`src/rtl/id_ex_pipe_reg.sv`:
```
// ID/EX pipeline register: control word, operands and indices for EX.
// Optional bubble/flush counter enabled by defining IDEX_PERF_CNT_EN.
module id_ex_pipe_reg #(
  parameter int DATA_W = 32,
  parameter int REG_AW = 5,
  parameter int CNT_W  = 16
) (
  input  logic              clk_i,
  input  logic              rst_i,
  input  logic              stall_i,
  input  logic              bubble_i,
  input  logic              flush_i,
  input  logic              RegWrite_i,
  input  logic              MemtoReg_i,
  input  logic              MemRead_i,
  input  logic              MemWrite_i,
  input  logic              RegDst_i,
  input  logic [1:0]        ALUOp_i,
  input  logic              ALUSrc_i,
  input  logic [DATA_W-1:0] RS_data_i,
  input  logic [DATA_W-1:0] RT_data_i,
  input  logic [DATA_W-1:0] imm_i,
  input  logic [REG_AW-1:0] RS_addr_i,
  input  logic [REG_AW-1:0] RT_addr_i,
  input  logic [REG_AW-1:0] RD_addr_i,
  input  logic [5:0]        funct_i,
  output logic              RegWrite_o,
  output logic              MemtoReg_o,
  output logic              MemRead_o,
  output logic              MemWrite_o,
  output logic              RegDst_o,
  output logic [1:0]        ALUOp_o,
  output logic              ALUSrc_o,
  output logic [DATA_W-1:0] RS_data_o,
  output logic [DATA_W-1:0] RT_data_o,
  output logic [DATA_W-1:0] imm_o,
  output logic [REG_AW-1:0] RS_addr_o,
  output logic [REG_AW-1:0] RT_addr_o,
  output logic [REG_AW-1:0] RD_addr_o,
  output logic [5:0]        funct_o,
  output logic              valid_o,
  output logic [CNT_W-1:0]  bubble_cnt_o
);

  typedef struct packed {
    logic       reg_write;
    logic       mem_to_reg;
    logic       mem_read;
    logic       mem_write;
    logic       reg_dst;
    logic [1:0] alu_op;
    logic       alu_src;
  } ctrl_t;

  typedef struct packed {
    logic [DATA_W-1:0] rs_data;
    logic [DATA_W-1:0] rt_data;
    logic [DATA_W-1:0] imm;
    logic [REG_AW-1:0] rs_addr;
    logic [REG_AW-1:0] rt_addr;
    logic [REG_AW-1:0] rd_addr;
    logic [5:0]        funct;
  } data_t;

  ctrl_t ctrl_in;
  data_t data_in;
  ctrl_t ctrl_q, ctrl_d;
  data_t data_q, data_d;
  logic  valid_q, valid_d;

  assign ctrl_in = '{
    reg_write:  RegWrite_i,
    mem_to_reg: MemtoReg_i,
    mem_read:   MemRead_i,
    mem_write:  MemWrite_i,
    reg_dst:    RegDst_i,
    alu_op:     ALUOp_i,
    alu_src:    ALUSrc_i
  };

  assign data_in = '{
    rs_data: RS_data_i,
    rt_data: RT_data_i,
    imm:     imm_i,
    rs_addr: RS_addr_i,
    rt_addr: RT_addr_i,
    rd_addr: RD_addr_i,
    funct:   funct_i
  };

  // Stall outranks flush, flush outranks bubble.
  always_comb begin
    ctrl_d  = ctrl_q;
    data_d  = data_q;
    valid_d = valid_q;
    priority case (1'b1)
      stall_i: begin
      end
      flush_i: begin
        ctrl_d  = '0;
        data_d  = '0;
        valid_d = 1'b0;
      end
      bubble_i: begin
        ctrl_d  = '0;
        data_d  = data_in;
        valid_d = 1'b0;
      end
      default: begin
        ctrl_d  = ctrl_in;
        data_d  = data_in;
        valid_d = 1'b1;
      end
    endcase
  end

  always_ff @(posedge clk_i or negedge rst_i) begin
    if (!rst_i) begin
      ctrl_q  <= '0;
      data_q  <= '0;
      valid_q <= 1'b0;
    end else begin
      ctrl_q  <= ctrl_d;
      data_q  <= data_d;
      valid_q <= valid_d;
    end
  end

`ifdef IDEX_PERF_CNT_EN
  logic [CNT_W-1:0] cnt_q, cnt_d;

  // Saturating count of slots killed by flush or bubble.
  always_comb begin
    cnt_d = cnt_q;
    if (!stall_i && (flush_i || bubble_i) && (cnt_q != {CNT_W{1'b1}}))
      cnt_d = cnt_q + CNT_W'(1);
  end

  always_ff @(posedge clk_i or negedge rst_i) begin
    if (!rst_i)
      cnt_q <= '0;
    else
      cnt_q <= cnt_d;
  end

  assign bubble_cnt_o = cnt_q;
`else
  assign bubble_cnt_o = '0;
`endif

  assign RegWrite_o = ctrl_q.reg_write;
  assign MemtoReg_o = ctrl_q.mem_to_reg;
  assign MemRead_o  = ctrl_q.mem_read;
  assign MemWrite_o = ctrl_q.mem_write;
  assign RegDst_o   = ctrl_q.reg_dst;
  assign ALUOp_o    = ctrl_q.alu_op;
  assign ALUSrc_o   = ctrl_q.alu_src;
  assign RS_data_o  = data_q.rs_data;
  assign RT_data_o  = data_q.rt_data;
  assign imm_o      = data_q.imm;
  assign RS_addr_o  = data_q.rs_addr;
  assign RT_addr_o  = data_q.rt_addr;
  assign RD_addr_o  = data_q.rd_addr;
  assign funct_o    = data_q.funct;
  assign valid_o    = valid_q;

endmodule

```
`config.mk`:
```
export PLATFORM = sky130hd
export DESIGN_NAME = id_ex_pipe_reg
export DESIGN_NICKNAME = d
export VERILOG_FILES = /design/src/rtl/id_ex_pipe_reg.sv
export SDC_FILE = /design/constraint.sdc
export NUM_CORES = 1
export LEC_CHECK = 0
export ABC_AREA = 1
export CAP_MARGIN = 20
export CORE_MARGIN = 10
export CORE_UTILIZATION = 40
export CTS_CLUSTER_DIAMETER = 80
export DETAILED_ROUTE_END_ITERATION = 12
export PLACE_DENSITY_LB_ADDON = 0.15
export SYNTH_ARGS = -nofsm -noshare
export SYNTH_HDL_FRONTEND = slang
export SYNTH_SLANG_ARGS = --single-unit
```
`constraint.sdc`:
```
create_clock -name clk_i -period 1.7 [get_ports clk_i]
set_input_delay 0.34 -clock clk_i [delete_from_list [all_inputs] [get_ports clk_i]]
set_output_delay 0.34 -clock clk_i [all_outputs]
set_load 0.01 [all_outputs]
```
Yosys cells after proc, flatten, opt, wreduce, memory -nomap -nowiden

Index checks and enable logic that the tools add are counted.

Flip-flop bits (word level): 126
Output and inout bits: 142
Word-level logic and storage cells: 20

Muxes and demuxes: 5

Operators with widths:

| cell               | count |
|---|---|
| 117-bit 2-to-1 mux | 1 |
| 8-bit 2-to-1 mux   | 2 |
| 1-bit 2-to-1 mux   | 2 |

Depth between registers and ports, before layout

Gate-level depths: netlist of run 1.

Depth after elaboration: 2
Mapped depth: 6
Depth with buffers taken out: 3

Least setup slack after synthesis of run 1

OpenSTA, ideal clock, no wires.

Path type: input to register
Start point: input port stall_i
End point: register data_q (netlist bit RS_data_o[0])
Arrival time: 0.974 ns
Data required time: 1.635 ns
Path slack: 0.661 ns
Stages: 5
Buffers on the path: 3
Cells stage by stage: buf_4 buf_2 buf_2 nand2_1 nand2_1

RTL lines:

| item                   | RTL line | text |
|---|---|---|
| start: declaration     | 10       | `input logic stall_i,` |
| end signal: assignment | 124      | `data_q <= data_d;` |
| end: declaration       | 68       | `data_t data_q, data_d;` |

Worst setup path in the final report of run 1

Start point: register data_q (netlist bit imm_o[15])
End point: output port imm_o[15]

RTL lines:

| item             | RTL line | text |
|---|---|---|
| end: declaration | 36       | `output logic [DATA_W-1:0] imm_o,` |

No word-level cell between the ends.

==> out/summary.md, run 1 <==
The flow ran to the end, and the final reports show no timing, DRC or antenna violations. The critical path launch point type was a register. The routed wire length was 16.67 mm; the clock insertion delay at the later pin of the skew report was 410 ps. The dominant synthesized flop cell is dfrtp_1. Data on the critical path arrives at its endpoint at 1330 ps.

For this run, the number of Yosys warnings is 0. In this run the post-CTS setup repair buffer count came out at 0. Ranked by instance count, the synthesized netlist is headed by nand2_1, dfrtp_1, buf_4. The tools report the count of final max-slew check failures as 0. After synthesis the cells add up to 0.004876 mm2. Setup violations remaining at the end of the flow were counted as 0. The distinct cell type count after synthesis was 10; the post-layout instance count excluding filler cells was 959. The number of clock buffers added by TritonCTS is 17.

The number of top-level pins was 272. The logs give 935 for the layout net count and 0 for the sum of overflow across all layers after global routing. The tools report the number of antenna diodes as 0. For the share of the yosys chip area belonging to registers, the log shows 64.67%.

The first TritonRoute pass finished after 6 iterations. Row generation in the floorplan step produced 40 rows. Registers take 0.003153 mm2.

The tools report the initial antenna violation count as 0. STA classifies the critical path endpoint as a primary output. The synthesized area per cell is 8.865 um2, and the share of power burned in registers is 42.9%.

Walking the worst path, the cells encountered are clkdlybuf4s50_1. Synthesis produced 550 cells. Data on the critical path is required at its endpoint by 1360 ps. For the number of global-route vias before repair, the log shows 4628. On the worst path, the slowest cell contributes a delay of 560 ps.

The finished cells cover 0.008160 mm2. In this run the vertical extent of the chip is 130.4 um. Final hold analysis gives a worst-case slack of 346.8 ps. After routing, the total negative slack on setup checks comes to 0 ps.

Among all cell types in the netlist, the one instantiated most often is nand2_1. Of the total power, the clock network draws 40.4%. Summing all multi-input logic gate instances after layout gives 0.001509 mm2. The tools report the placed instance count as 932.

Compared with the post-synthesis result, the final layout area differs by 67.36%. The fraction of met2 tracks used by global routing was 30.30%. Prior to clock tree synthesis, the placed netlist has a worst setup slack of 117.5 ps.

The sum of internal, switching and leakage power is 7.827 mW. For the global-route usage over all layers, the log shows 19.16%. The buffer levels on the longest clock path came out at 2.

Static timing analysis puts the maximum clock frequency at 599.9 MHz. The instance area after placement was 0.007520 mm2; the power density of the placed cells was 959.1 mW/mm2. The share of cells above drive strength 1 was 4.310%; the utilization of the core after routing was 68.22%. Counting the fill cells in the layout gives 969. The path class of the lowest-slack min-delay path is in -> reg. Input and output buffers added on the ports amount to 255. The routed wire length per instance is 17.39 um. The combined buffer and inverter count along the critical path was 1; the total core area was 0.01196 mm2.

The global-route track usage on met1 was 20.90%. The congestion estimate from routability-driven global placement came to 0.7885. Entering global routing, the biggest net connects 67 pins. The number of remaining DRC errors is 0, and the share of the clock period used by the worst path after layout is 98.05%. The cell-internal power was 5.948 mW; the number of vias in the routed layout was 4395. Of the total power, the share spent switching nets is 24.00%. On the critical path the largest part of the delay comes from buffers and inverters. Proportion of register bits with asynchronous set or reset after synthesis: 100.0%.

Largest vdd supply drop: 0.6231 mV. The area share of the largest cell type after synthesis works out to 64.67%. In this run, synthesis produced a sequential element count of 126. For this configuration, the core starts out at a cell density of 40.76%. Clock-pin slew was measured on the worst setup and hold paths at 50 ps.

The DRC violation total after the first TritonRoute iteration is 285, and the biggest fanout along the worst timing path is 2. The logs give 0 for the final hold violation count and 16.7% for the part of the power in combinational logic. The number of max-cap violations was 0. Setup skew after layout: 0 ps. In this run the most used layer during global routing was met2. In the post-route analysis, the smallest setup slack over all paths is 33.19 ps. By area the synthesized netlist is led by dfrtp_1, nand2_1, buf_4, buf_2, nand3_1. The global-route met3 utilization is 11.08%.

The via density per instance is 4.583. Slowest cell on the critical path: clkdlybuf4s50_1. The worst setup path is of the reg -> out kind. The tools report the clock sink total as 126. The tools report the leakage power summed over all cells as 4.856 nW. The number of enable flip-flop cells after synthesis is 0, and the full die area is 0.01701 mm2.

Clock tree synthesis selected as its root buffer the cell clkbuf_16. The worst path in the final design needs a cycle of 1667 ps, including I/O delays and setup. The tools report the wire length of the first global-routing pass as 24.94 mm. Summed over all nets, the half-perimeter wirelength after detailed placement is 12.44 mm.

In this run the number of H-tree levels came out at 4. Summed over all instances, the cell type with the most area after synthesis is dfrtp_1. TritonCTS built the clock tree. Summed over all nets, the switching power comes to 1.878 mW. The die is 130.4 um wide. The detail route stage leaves a number of antenna-violating nets equal to 0.
-- cell usage in the layout (no fill, tap or decap) --
cell             count
buf_12               5
buf_4                5
clkbuf_1             2
clkbuf_16           17
clkbuf_8             5
clkdlybuf4s50_1    189
clkinv_1             1
clkinv_2             2
conb_1              16
dfrtp_1            126
dlygate4sd2_1       11
dlygate4sd3_1        1
dlymetal6s2s_1      53
nand2_1            370
nand3_1              8
nor2_8               1
-- area by class of cell --
class	count	share of cell area, %
flip-flops and latches	126	38.64
well taps	147	2.254
clock buffers	24	6.148
clock inverters	2	0.1227
multi-input cells	395	18.49
repair buffers	264	34.30
inverters	1	0.04600
-- timing repair --
item / CTS / global route
hold buffers: 1 / 0
gates resized for setup: 11 / 53
endpoints found under the setup margin: 11 / 53
endpoints found under the hold margin: 126 / 0
gates cloned: 0 / 0
-- worst paths after layout --
path,from,to,slack (ps),cells past startpoint
worst min-delay path,stall_i,RT_data_o[19]$_DFFE_PN0N_,350,3
max in group asynchronous,rst_i,funct_o[3]$_DFFE_PN0N_,870,3
worst max register to register,imm_o[24]$_DFFE_PN0N_,imm_o[24]$_DFFE_PN0N_,1060,2
worst min register to register,RT_data_o[10]$_DFFE_PN0N_,RT_data_o[10]$_DFFE_PN0N_,470,2
min in group asynchronous,rst_i,RT_data_o[20]$_DFFE_PN0N_,530,3
worst max-delay path,imm_o[15]$_DFFE_PN0N_,imm_o[15],30,1
-- metal layers --
layer | vias to the layer above | wire length [um] | share of wire, %
li1 | 2126 | - | -
met1 | 2047 | 6263 | 38
met2 | 193 | 7887 | 47
met3 | 29 | 2192 | 13
met4 | 0 | 329 | 2.0
met5 | - | 0 | 0
-- sequential cells by signal, indices dropped and copies added, names as in the netlist --
register,flops
RS_data_o,32
RegDst_o,1
ALUOp_o,2
RT_data_o,32
RT_addr_o,5
funct_o,6
MemtoReg_o,1
MemWrite_o,1
valid_o,1
MemRead_o,1
RS_addr_o,5
ALUSrc_o,1
imm_o,32
RD_addr_o,5
RegWrite_o,1
-- logic make-up after synthesis --
family        share of synthesized area (%)
simple gates                          29.72
buf+inv                               5.543
flops                                 64.67
other cells                         0.07691
-- power by group through the flow --
stage | clock network (mW) | logic [mW] | registers (mW)
after floorplan | 0 | 0.318 | 3.51
after global placement | 0 | 1.34 | 3.39
after detailed placement | 0 | 1.36 | 3.40
after global routing | 3.37 | 1.43 | 3.38
final | 3.16 | 1.31 | 3.35
after CTS | 3.23 | 1.35 | 3.36
-- worst reg2reg max path: cells and delay by family (launching register included) --
family        cells  cell delay, ps
flops             1             400
simple gates      2             130
Power figures use the tool's default switching activity.
==> inputs of run 2 (changes only) <==
--- a/config.mk
+++ b/config.mk
@@ -6,12 +6,11 @@
 export NUM_CORES = 1
 export LEC_CHECK = 0
 export ABC_AREA = 1
-export CAP_MARGIN = 20
 export CORE_MARGIN = 10
 export CORE_UTILIZATION = 40
 export CTS_CLUSTER_DIAMETER = 80
 export DETAILED_ROUTE_END_ITERATION = 12
-export PLACE_DENSITY_LB_ADDON = 0.15
+export PLACE_DENSITY = 0.94
 export SYNTH_ARGS = -nofsm -noshare
 export SYNTH_HDL_FRONTEND = slang
 export SYNTH_SLANG_ARGS = --single-unit
==> run 2 against run 1 <==
  * Non-clock buffer count is 2 higher
  * Critical path type unchanged
  * Critical path depth unchanged
  * Maximum frequency up 0.33%
  * Largest cell class unchanged
  * Register-to-register slack got worse by 20 ps
  * Highest routed layer unchanged
==> out/summary.md, run 2 (synthesis gave the netlist of run 1 again) <==
Excluding fillers, the count of instances in the completed layout stands at 965. Type of destination of the critical path: a primary output. Static timing analysis puts the maximum clock frequency at 601.9 MHz. The startpoint identified for the worst register-to-register timing path is imm_o[26]$_DFFE_PN0N_. The run gives 0.01701 mm2 as the full die area.

The run gives 40.76% as the starting density of the core. On the critical path the largest part of the delay comes from buffers and inverters. The combined buffer and inverter count along the critical path is 1. Slowest cell on the critical path: clkdlybuf4s50_1.

For this block, the routed nets add up to 16.67 mm of wire. Of the available clock period, the critical path in the final layout requires 97.73%. Leaving out fill and tap cells, the most frequent cells in the layout are nand2_1, clkdlybuf4s50_1, dfrtp_1. The detailed-router iteration count before antenna repair was 4. The layout net count is 937. The signal on the critical path passes through clkdlybuf4s50_1.

The initial antenna violation count is 0. The worst setup path is launched from a register. The tools report the hold path startpoint as stall_i.

The buffer levels on the longest clock path is 2, and the power density of the placed cells is 964.3 mW/mm2. The tools report the setup violation total in the final timing report as 0. The min-delay analysis places its worst path in the category in -> reg. In the routed design, unresolved DRC markers number 0.

The clock sink total came out at 126. The clock buffer count from CTS was 17; the final HPWL from detailed placement was 12.54 mm. The run gives 0 as the count of antenna-violating nets left after detailed routing. Setup repair after global routing left no endpoint under its margin. The number of max-cap violations was 0; the worst hold slack was 308.3 ps. The run gives 0.01196 mm2 as the total core area. The repair_antennas step left the layout with diodes totalling 0.

Once placement completed, the tool counted placed cells totaling 934. The share of cells above drive strength 1 was 4.768%; the clock transition at the registers of the reported paths was 60 ps. The clock insertion delay at the later pin of the skew report is 400 ps, and the largest vdd supply drop is 0.7617 mV. The commonest non-fill, non-tap cell in the layout was nand2_1. Setup total negative slack on the finished layout was measured at 0 ps.

The width of the die was 130.4 um. The leakage power summed over all cells was 4.572 nW; the biggest fanout along the worst timing path was 2. The H-tree was split into 4 levels. STA puts the critical path data required time at 1360 ps. In the routed layout, each cell is associated on average with a via count of 4.624.

TritonCTS built the clock tree. The launching element of the worst setup path was imm_o[13]$_DFFE_PN0N_. The number of global-route vias before repair is 4803, and the layout overhead on the synthesized area is 67.15%. The setup skew after layout is 0 ps, and the global-route usage over all layers is 19.16%. Detailed routing inserted a total of 4462 vias.

The floorplan step set the die height to 130.4 um. The clock tree root buffer cell was clkbuf_16. For this run, the slowest stage of the critical path takes 570 ps. After detailed placement, the total cell area comes to 0.007547 mm2.

The number of buffers inserted to repair setup after CTS came out at 0. With fillers left out, the area of the finished cells amounts to 0.008150 mm2. Final RePlAce weighted congestion: 0.7840.

The logs give 66 for the pin count of the biggest net entering global routing and 0 for the final hold violation count. In this run the tool buffered the top-level ports with 255 buffer cells. Critical setup path kind: reg -> out.

The wire length of the first global-routing pass was 25.06 mm; the critical path data arrival time was 1320 ps. The number of top-level pins was 272; the standard-cell row count was 40. The count of final max-slew check failures was 0; the sum of overflow across all layers after global routing was 0. Subtracting the final worst setup slack from the clock period gives 1661 ps. The run finished with clean final reports. For the DRC violation total after the first TritonRoute iteration, the log shows 286. The routed wire length per instance was 17.28 um.
## run 2: cell count changes in the layout (fill, tap and decap cells not counted), sizes merged
cell	delta
buf	+2
bufinv	+1
clkbuf	-3
clkdlybuf4s50	+26
clkinv	+5
clkinvlp	+1
dlygate4sd2	-7
dlymetal6s2s	-19
## run 2: routing by layer
layer / vias up / GRT usage (%) / wire length [um]
li1: 2136 / - / -
met2: 229 / 31.05 / 7951
met4: 0 / 6.213 / 182
met5: - / 0 / 0
met1: 2081 / 21.60 / 6315
met3: 16 / 9.750 / 2224
## run 2: timing repair
action	in CTS	in global routing
setup endpoints to repair	4	34
hold buffers	1	0
hold endpoints to repair	10	0
resized for setup	4	34
## run 2: layout make-up
class	instances	area, um2
fillers	836	3811
multi-input cells	395	1509
well taps	147	183.9
clock inverters	9	72.57
inverters	1	3.754
clock buffers	21	440.4
repair buffers	266	2788
flip-flops and latches	126	3153
## run 2: final timing paths
path,slack [ps],end,cells after the start
max,40,imm_o[13],1
min,310,imm_o[31]$_DFFE_PN0N_,3
max reg2reg,1040,imm_o[26]$_DFFE_PN0N_,2
min reg2reg,470,valid_o$_DFFE_PN0N_,2
max in group asynchronous,800,imm_o[11]$_DFFE_PN0N_,3
min in group asynchronous,340,valid_o$_DFFE_PN0N_,2
## run 2: power breakdown
group          internal (mW)  switching (mW)
registers               3.23           0.127
logic                  0.744           0.593
clock network           1.97            1.20
## run 2: through the flow
| step | total power, mW | worst slack, ps | util [%] |
|---|---|---|---|
| 6_report | 7.859 | 38.62 | 68.14 |
| 3_5_place_dp | 4.771 | 117.0 | 63.10 |
| 4_1_cts | 7.967 | 0.3514 | 67.43 |
| 2_1_floorplan | 3.824 | 661.3 | - |
| 5_1_grt | 8.192 | 0.09015 | 68.14 |
| 3_3_place_gp | 4.726 | 180.3 | 63.10 |
==> inputs of run 3 (changes only) <==
--- a/config.mk
+++ b/config.mk
@@ -6,11 +6,10 @@
 export NUM_CORES = 1
 export LEC_CHECK = 0
 export ABC_AREA = 1
-export CORE_MARGIN = 10
-export CORE_UTILIZATION = 40
+export CORE_UTILIZATION = 39
 export CTS_CLUSTER_DIAMETER = 80
 export DETAILED_ROUTE_END_ITERATION = 12
-export PLACE_DENSITY = 0.94
+export PLACE_DENSITY = 0.92
 export SYNTH_ARGS = -nofsm -noshare
 export SYNTH_HDL_FRONTEND = slang
 export SYNTH_SLANG_ARGS = --single-unit
==> constraint.sdc (replaced) <==
create_clock -name clk_i -period 1.55 [get_ports clk_i]
set_input_delay 0.31 -clock clk_i [delete_from_list [all_inputs] [get_ports clk_i]]
set_output_delay 0.31 -clock clk_i [all_outputs]
set_load 0.01 [all_outputs]
==> run 3 against run 2 <==
  * Total power is 18% higher
  * Register-to-register slack lost 160 ps
  * Final cell count grew 2.5%
  * Die area fell by 24%
  * First-iteration DRC count up 17%
  * Clock-buffer cell count down 1
  * Largest cell class unchanged
  * Combinational power down 4%
  * Global-route usage up 3.0 points
  * Sequential share of layout area grew 0.32 points
  * Clock skew unchanged
  * Worst setup slack improved by 100 ps
==> out/summary.md, run 3 (synthesis gave the netlist of run 1 again) <==
In this run the worst path has a maximum fanout of 2. The number of global-route vias before repair was 4594. For the portion of total power attributed to the clock network, the log shows 46.5%. The wire length of the first global-routing pass came out at 22.25 mm.

The slowest cell on the critical path is dfrtp_1. The tree is rooted in a clkbuf_16. Across the run, the number of max-cap violations was 0.

Global routing used 22.20% of the available tracks. For the clock sink total, the log shows 126. Relative to the synthesized area, the layout overhead comes to 65.77%. After detailed routing, the number of remaining DRC violations is 0. The worst-case IR drop observed on VDD is 0.7043 mV. At the worst endpoint, the arrival time is 1100 ps. The run gives 0 ps as the setup skew after layout. In this run the power density over the cells is 1145 mW/mm2. The first routing iteration left 336 violations. Wires add up to 13.99 mm. The setup slack after layout was 138.1 ps. For flop-to-flop paths, the worst setup slack is 880 ps. In this run the remaining antenna-violating nets after routing total 0. The cell-internal power came out at 7.036 mW.

The final cell area excluding filler cells was 0.008083 mm2; the number of buffers inserted to repair setup after CTS was 0. The gate family responsible for the most delay along the worst path was flip-flops. The H-tree depth reported by CTS was 4. In this design, the stage delay of the slowest critical-path cell is 410 ps.

The logs give -8.642 ps for the post-placement worst setup slack and 272 for the number of top-level pins. The combined buffer and inverter count along the critical path is 1, and the pin count of the biggest net entering global routing is 66. The floorplan step defined a core boundary enclosing 0.01211 mm2.

Buffers placed on the I/O ports in this run total 255. In the final layout, the share of cells above drive strength 1 is 5.603%. The library cells used most frequently in the layout, excluding fill and tap cells, are nand2_1, clkdlybuf4s50_1, dfrtp_1, dlygate4sd2_1, clkbuf_16.

Path class of the lowest-slack min-delay path: in -> async. Once layout is complete, the utilization of the core stands at 66.74%. The library cell used most frequently in the layout, excluding fill and tap cells, is nand2_1. The final hold violation count was 0; the count of final max-slew check failures was 0. Measured along the x axis, the die boundary spans 113.8 um. The number of filler cells placed in the layout is 970, and the number of vias in the routed layout is 4449.

The flow ran to the end, and the final reports show no timing, DRC or antenna violations. The signal on the critical path passes through dlygate4sd2_1. After clock tree synthesis, the clock-pin slew on the worst setup and hold paths is 60 ps.

The repair_antennas step left the layout with diodes totalling 0. For the detailed-router iteration count before antenna repair, the log shows 4. Hold timing on the final database bottoms out at a slack of 385.3 ps. The setup violation total in the final timing report is 0, and the final HPWL from detailed placement is 10.13 mm. The buffer levels on the longest clock path is 2. The final RePlAce weighted congestion was 0.7521. In the final timing run, aggregate negative setup slack is 0 ps. The share of power burned in registers is 39.7%. The part of the power in combinational logic was 13.8%; the routed wire length per instance was 14.15 um.

The worst setup path is of the reg -> out kind. The required time reported for the critical path endpoint is 1240 ps. The via density per instance came out at 4.498.

The die outline height is 113.8 um, and the shortest period the worst path allows is 1412 ps. The die covers 0.01295 mm2. After detailed placement, the total cell area comes to 0.007581 mm2. The maximum clock frequency came out at 708.3 MHz. The initial antenna violation count is 0.

TritonCTS created 17 clock buffers. In this run the static leakage power is 4.542 nW. TritonCTS built the clock tree. The worst setup path is launched from a register.

In this run switching power makes up 24.00% of total power. The final critical path takes up 91.09% of the cycle. The tools report the sum of overflow across all layers after global routing as 0. The net switching power was 2.222 mW. The layout net count is 938. Setup repair after global routing left no endpoint under its margin. Starting density of the core: 40.26%.

The worst setup path is captured at a primary output. At the later pin of the worst-skew pair, clock insertion delay measures 400 ps. After floorplanning, the core was divided into 40 placement rows.
==> run 3: area by class of cell <==
class / instances / area (um2) / area share (%)
Inverter: 1 / 3.754 / 0.04644
Multi-Input combinational cell: 395 / 1509 / 18.67
Tap cell: 168 / 210.2 / 2.601
Clock buffer: 20 / 466.7 / 5.774
Sequential cell: 126 / 3153 / 39.01
Clock inverter: 12 / 182.7 / 2.260
Timing Repair Buffer: 267 / 2557 / 31.64
==> run 3: worst paths after layout <==
kind,from,end,cells past startpoint
worst max-delay path,RS_data_o[0]$_DFFE_PN0N_,RS_data_o[0],1
worst min-delay path,rst_i,RD_addr_o[1]$_DFFE_PN0N_,2
worst max register to register,RS_addr_o[1]$_DFFE_PN0N_,RS_addr_o[1]$_DFFE_PN0N_,2
worst min register to register,imm_o[3]$_DFFE_PN0N_,imm_o[3]$_DFFE_PN0N_,2
max in group asynchronous,rst_i,RT_data_o[9]$_DFFE_PN0N_,3
min in group clk_i,RD_addr_i[2],RD_addr_o[2]$_DFFE_PN0N_,3
==> run 3: power groups by stage <==
stage | clock [mW] | combinational (mW) | sequential, mW
floorplan | 0 | 0.348 | 3.85
global placement | 0 | 1.43 | 3.73
detailed placement | 0 | 1.46 | 3.74
CTS | 4.37 | 1.29 | 3.68
global route | 4.52 | 1.40 | 3.70
finish | 4.31 | 1.28 | 3.68
==> run 3: layer usage <==
layer  track usage [%]  share of wire (%)  vias to the layer above
li1                  -                  -                     2132
met1             25.30                 39                     2076
met2             38.70                 50                      220
met3             7.492                9.8                       21
met4             8.225                1.7                        0
met5                 0                  0                        -
==> run 3: timing repair <==
action	CTS	global route
gates resized for setup	126	0
endpoints found under the hold margin	21	0
setup endpoints to repair	126	0
hold buffers	1	0
==> run 3: metrics by stage <==
stage	power, mW	std cells
2_1_floorplan	4.194	565
3_3_place_gp	5.156	956
3_5_place_dp	5.200	956
4_1_cts	9.340	989
5_1_grt	9.622	989
6_report	9.258	989
